### config.mk
export PLATFORM = sky130hd
export DESIGN_NAME = axis_quad_broadcaster
export DESIGN_NICKNAME = d
export VERILOG_FILES = /design/src/rtl/axis_quad_broadcaster.sv
export SDC_FILE = /design/constraint.sdc
export NUM_CORES = 1
export LEC_CHECK = 0
export BUFFER_PORTS_ARGS = -buffer_cell sky130_fd_sc_hd__buf_2
export CORE_AREA = 2 2 504 506
export CTS_CLUSTER_SIZE = 12
export DETAILED_ROUTE_END_ITERATION = 8
export DIE_AREA = 0 0 506 508
export GPL_TIMING_DRIVEN = 0
export PLACE_DENSITY = 0.34
export RECOVER_POWER = 50
export SYNTH_ARGS = -nofsm -noshare
export SYNTH_HDL_FRONTEND = slang
export SYNTH_SLANG_ARGS = --single-unit
### constraint.sdc
create_clock -name clock -period 5.5 [get_ports clock]
set_input_delay 1.65 -clock clock [delete_from_list [all_inputs] [get_ports clock]]
set_output_delay 1.65 -clock clock [all_outputs]
set_load 0.1 [all_outputs]
### src/rtl/axis_quad_broadcaster.sv
// AXI4-Stream 1-to-4 broadcaster: one held beat is presented to four outputs, retired once every enabled output accepts.
// Optional per-output beat/drop statistics counters are compiled in with QUAD_BCAST_STATS_EN.
module axis_quad_broadcaster #(
  parameter int DATA_WIDTH   = 256,
  parameter int SAMPLE_WIDTH = 16
) (
  input  logic                  clock,
  input  logic                  reset,
  input  logic [3:0]            channel_enable,
  input  logic [DATA_WIDTH-1:0] s_axis_tdata,
  input  logic                  s_axis_tlast,
  input  logic                  s_axis_tvalid,
  output logic                  s_axis_tready,
  output logic [DATA_WIDTH-1:0] m00_axis_tdata,
  output logic                  m00_axis_tlast,
  output logic                  m00_axis_tvalid,
  input  logic                  m00_axis_tready,
  output logic [DATA_WIDTH-1:0] m01_axis_tdata,
  output logic                  m01_axis_tlast,
  output logic                  m01_axis_tvalid,
  input  logic                  m01_axis_tready,
  output logic [DATA_WIDTH-1:0] m20_axis_tdata,
  output logic                  m20_axis_tlast,
  output logic                  m20_axis_tvalid,
  input  logic                  m20_axis_tready,
  output logic [DATA_WIDTH-1:0] m21_axis_tdata,
  output logic                  m21_axis_tlast,
  output logic                  m21_axis_tvalid,
  input  logic                  m21_axis_tready
`ifdef QUAD_BCAST_STATS_EN
  ,
  input  logic                  stats_clear,
  output logic [31:0]           m00_beat_count,
  output logic [31:0]           m01_beat_count,
  output logic [31:0]           m20_beat_count,
  output logic [31:0]           m21_beat_count,
  output logic [31:0]           drop_count
`endif
);

  localparam int NUM_OUT = 4;

  if (DATA_WIDTH % SAMPLE_WIDTH != 0) begin : g_width_check
    $error("DATA_WIDTH must hold a whole number of samples");
  end

  logic [DATA_WIDTH-1:0] data_reg;
  logic                  last_reg;
  logic [NUM_OUT-1:0]    pending_reg;
  logic [NUM_OUT-1:0]    pending_next;
  logic [NUM_OUT-1:0]    ready_vec;
  logic [NUM_OUT-1:0]    accept;
  logic [NUM_OUT-1:0]    remain;
  logic                  capture;

  assign ready_vec = {m21_axis_tready, m20_axis_tready, m01_axis_tready, m00_axis_tready};
  assign accept    = pending_reg & ready_vec;
  assign remain    = pending_reg & ~accept;

  // Ready may follow the output readies combinationally so the last acceptance and a new capture share a cycle.
  assign s_axis_tready = ~reset & (remain == '0);
  assign capture       = s_axis_tvalid & s_axis_tready;

  always_comb begin
    pending_next = remain;
    if (capture) begin
      pending_next = channel_enable;
    end
  end

  always_ff @(posedge clock) begin
    if (reset) begin
      pending_reg <= '0;
      data_reg    <= '0;
      last_reg    <= 1'b0;
    end else begin
      pending_reg <= pending_next;
      if (capture) begin
        data_reg <= s_axis_tdata;
        last_reg <= s_axis_tlast;
      end
    end
  end

  assign m00_axis_tvalid = pending_reg[0];
  assign m01_axis_tvalid = pending_reg[1];
  assign m20_axis_tvalid = pending_reg[2];
  assign m21_axis_tvalid = pending_reg[3];

  assign m00_axis_tdata = data_reg;
  assign m01_axis_tdata = data_reg;
  assign m20_axis_tdata = data_reg;
  assign m21_axis_tdata = data_reg;

  assign m00_axis_tlast = last_reg;
  assign m01_axis_tlast = last_reg;
  assign m20_axis_tlast = last_reg;
  assign m21_axis_tlast = last_reg;

`ifdef QUAD_BCAST_STATS_EN
  logic [31:0] drop_count_reg;

  for (genvar gi = 0; gi < NUM_OUT; gi++) begin : g_beat_cnt
    logic [31:0] count_reg;
    // Clear wins over a same-cycle acceptance; the counter wraps naturally at 32 bits.
    always_ff @(posedge clock) begin
      if (reset || stats_clear) begin
        count_reg <= '0;
      end else if (accept[gi]) begin
        count_reg <= count_reg + 32'd1;
      end
    end
  end

  always_ff @(posedge clock) begin
    if (reset || stats_clear) begin
      drop_count_reg <= '0;
    end else if (capture && (channel_enable == '0)) begin
      drop_count_reg <= drop_count_reg + 32'd1;
    end
  end

  assign m00_beat_count = g_beat_cnt[0].count_reg;
  assign m01_beat_count = g_beat_cnt[1].count_reg;
  assign m20_beat_count = g_beat_cnt[2].count_reg;
  assign m21_beat_count = g_beat_cnt[3].count_reg;
  assign drop_count     = drop_count_reg;
`endif

endmodule

==> qor.csv <==
stage,metric,value,unit
yosys,Cell variety after synth,16,
yosys,syn_area_per_cell,8.520,µm²
yosys,Post-synth EDFFs,0,
power,pwr/cell area,418.1,mW/mm²
worst_setup_path,CP Max Fanout,20,
yosys,fraction of registers with async set or reset after synthesis,0,%
yosys,Simple-Gate Fraction of Synth Area,12.33,%
grt,Total GRT Usage,10.95,%
power,switching share of power,58.33,%
grt,initial antenna violation count,66,
place,gpl congestion,0.8286,
place,HPWL after detailed placement,132900,µm
route,post-route ant nets,0,
worst_setup_path,Critical Path Max Stage Delay,0.51,ns
yosys,syn nets,2173,
floorplanning,row count,185,
floorplanning,DIE AREA,0.2570,mm²
floorplanning,core footprint,0.2523,mm²
clock_tree,clock buffer depth,3,
status,failing checks,"max-capacitance violations, max-slew violations",
finish,Final Cell Area,0.02770,mm²
worst_setup_path,WP data arrival,3.30,ns
worst_setup_path,Most Frequent Cell on Critical Path,buf_2,
place,Placement Cell Area,0.02695,mm²
yosys,top-count cell post-synth,buf_4,
min_path,min-delay src,m00_axis_tdata[130]$_SDFFE_PP0P_,
timing,fmax,202.0,MHz
yosys,commonest cells in the netlist,"buf_4 (778), nand2_1 (514), dfxtp_1 (261)",
power,combinational fraction of design power,52.9,%
grt,pin count of the biggest net entering global routing,20,
min_path,worst hold stages,2,
clock_tree,CTS tree,built,
worst_setup_path,critical path class,input port to output port,
timing,final hold viol count,0,
yosys,"Seq/Total Area, Yosys",32.19,%
yosys,Synth Area in Adders,0,%
status,status,finished with violations,
route,DR DRC count,0,
place,port bufs,1300,
power,Clock Power Share,24.6,%
yosys,Ys Warns,0,
route,DR vias/cell,2.593,
timing,fin worst setup slack,0.5502,ns
yosys,complex-gate fraction of the synthesized area,0.1927,%
route,Initial DRC Count,875,
clock_tree,clock-pin slew on the worst setup and hold paths,0.05,ns
worst_setup_path,"reg-to-reg slack, setup",1.51,ns
timing,post-layout min period,4.950,ns
yosys,#FFs+latches synth,261,
grt,first-pass GRT wire length,180200,µm
yosys,mapped cell area,0.01623,mm²
yosys,Synth Flop Type,dfxtp_1,
timing,Worst Max-Slew Pin Slew,1.695,ns
power,P_leak,0.01377,µW
clock_tree,Num CTS Buffers,39,
worst_setup_path,CP required,3.85,ns
clock_tree,clk root buf,clkbuf_16,
yosys,Yosys top cell area share,35.99,%
yosys,mux share of post-synthesis cell area,15.85,%
worst_setup_path,reg2reg start,pending_reg[2]$_SDFF_PP0_,
finish,max reg flops,256,
floorplanning,chip width,506,µm
yosys,Synth Instances,1905,
route,final WL,148800,µm
yosys,xor and xnor area share after synthesis,0,%
worst_setup_path,startpoint types,input port,
timing,Tcrit/Tclk final,90.00,%
place,pre-CTS setup slack,-0.7501,ns
finish,nets@finish,3513,
floorplanning,die height,508,µm
finish,Layout area overhead,70.64,%
min_path,Hold Path Sink,m00_axis_tdata[130]$_SDFFE_PP0P_,
floorplanning,IO Count,1301,
yosys,largest family of logic cells by synthesized area,buffers and inverters,
clock_tree,clock latency on the worst-skew pair,0.62,ns
grt,total grt overflow,0,
finish,fillers,29690,
power,Max rail drop VDD,164.4,µV
timing,Max-slew headroom,-12.51,%
worst_setup_path,CP top delay family,buffers and inverters,
power,Seq pwr share,22.6,%
worst_setup_path,"Cell Chain, Critical Path","buf_2, clkinv_1, clkbuf_4, and3_1, buf_2",
yosys,Synth area leaders,"buf_4 (36%), dfxtp_1 (32%), mux2i_1 (16%)",
finish,layout cells sized above 1,51.57,%
power,switching power,6754,µW
worst_setup_path,critical-path cell with the highest stage delay,buf_2,
place,placed cells,6571,
timing,setup violators final,0,
finish,Post-Route Utilization,10.98,%
flow_run,maxcap violations,4,
route,via count,17270,
min_path,worst min path class,flop to flop,
worst_setup_path,CP bufs+invs,4,
worst_setup_path,Crit. End Element,output port,
worst_setup_path,reg2reg end,m00_axis_tdata[182]$_SDFFE_PP0P_,
worst_setup_path,reg2reg path depth,7,
power,Pint,4825,µW
clock_tree,H-tree Lvls,2,
timing,RSZ-0062 raised after global routing,false,
grt,vias in the first global route,16140,
power,Pwr Total,11580,µW
route,First-pass DRT Iterations,5,
finish,Post-Layout Cell Count,6660,
timing,pins over their slew limit,14,
route,final routed wire length divided by cell count,22.34,µm
timing,Post-Route Skew,0.02115,ns
yosys,cell accounting for the most synthesized area,buf_4,
clock_tree,Sink Count,261,
floorplanning,Initial Utilization,6.433,%
[power by group through the flow]
| stage | clock (µW) | combinational, µW | sequential, µW |
|---|---|---|---|
| 2_1_floorplan | 0 | 4260 | 3320 |
| 3_5_place_dp | 0 | 6260 | 2690 |
| 6_report | 2850 | 6120 | 2610 |
| 3_3_place_gp | 0 | 6270 | 2680 |
| 5_1_grt | 3040 | 6290 | 2650 |
| 4_1_cts | 3000 | 6270 | 2650 |
[layer usage]
| metal | global-route usage, % | up-vias | part of all wire, % |
|---|---|---|---|
| met1 | 13.84 | 8050 | 42 |
| met4 | 2.591 | 26 | 2.4 |
| li1 | - | 7928 | - |
| met3 | 3.226 | 140 | 9.5 |
| met2 | 18.15 | 1125 | 46 |
| met5 | 0 | - | 0.11 |
[worst reg2reg max path, stage by stage, from the launching register on]
cell,delay (ns)
dfxtp_1,0.31
nor2b_1,0.18
nor3_1,0.67
and3_1,0.26
clkbuf_1,0.81
clkbuf_2,0.70
clkbuf_1,0.72
mux2i_1,0.26
[final cells by class]
class | instances | area [µm²] | share of cell area, %
Buffer | 856 | 6305 | 22.76
Timing Repair Buffer | 1300 | 5924 | 21.39
Sequential cell | 261 | 5225 | 18.87
Multi-Input combinational cell | 786 | 4599 | 16.61
Tap cell | 3366 | 4212 | 15.21
Clock buffer | 51 | 1094 | 3.949
Clock inverter | 16 | 275.3 | 0.9939
Antenna cell | 23 | 57.56 | 0.2078
Inverter | 1 | 3.754 | 0.01355
[cell families (layout without fill, tap and decap cells)]
| family | Yosys count | in the layout |
|---|---|---|
| buffers and inverters | 858 | 2224 |
| AND/OR/NAND/NOR | 525 | 525 |
| flip-flops | 261 | 261 |
| multiplexers | 257 | 257 |
| AO/OA/AOI/OAI | 4 | 4 |
| other | 0 | 23 |
[placed cells by master, fill, tap and decap left out, types with 2 or more instances in the layout]
cell type,n
clkbuf_1,535
buf_8,16
clkbuf_16,41
clkbuf_8,3
clkinv_2,3
nor2b_1,6
bufinv_16,7
diode_2,23
and3_1,2
buf_2,837
clkbuf_2,2
clkinvlp_4,2
buf_4,771
mux2i_1,257
dfxtp_1,261
clkinv_4,3
nand2_1,514
a22o_1,3
[worst max-delay path by stage]
stage                         start                                to  cells after the start
CTS                           reset                     s_axis_tready                      5
global placement              reset                     s_axis_tready                      6
floorplan                     reset                     s_axis_tready                      4
global route        m00_axis_tready  m00_axis_tdata[205]$_SDFFE_PP0P_                      8
finish                        reset                     s_axis_tready                      5
detailed placement            reset                     s_axis_tready                      6
[repair_timing]
action	CTS	global route
gates resized for setup	1	0
buffers inserted	0	0
endpoints found under the setup margin	1	0
hold buffers	0	0
[per-stage QoR]
| step | hold WS [ns] | TNS (ns) |
|---|---|---|
| floorplan | 0.9136 | 0 |
| global placement | 0.4967 | -1.275 |
| detailed placement | 0.5012 | -0.7501 |
| CTS | 0.5139 | 0 |
| global route | 0.5467 | 0 |
| finish | 0.5078 | 0 |
Note: power is estimated with default switching activity, not from simulation.
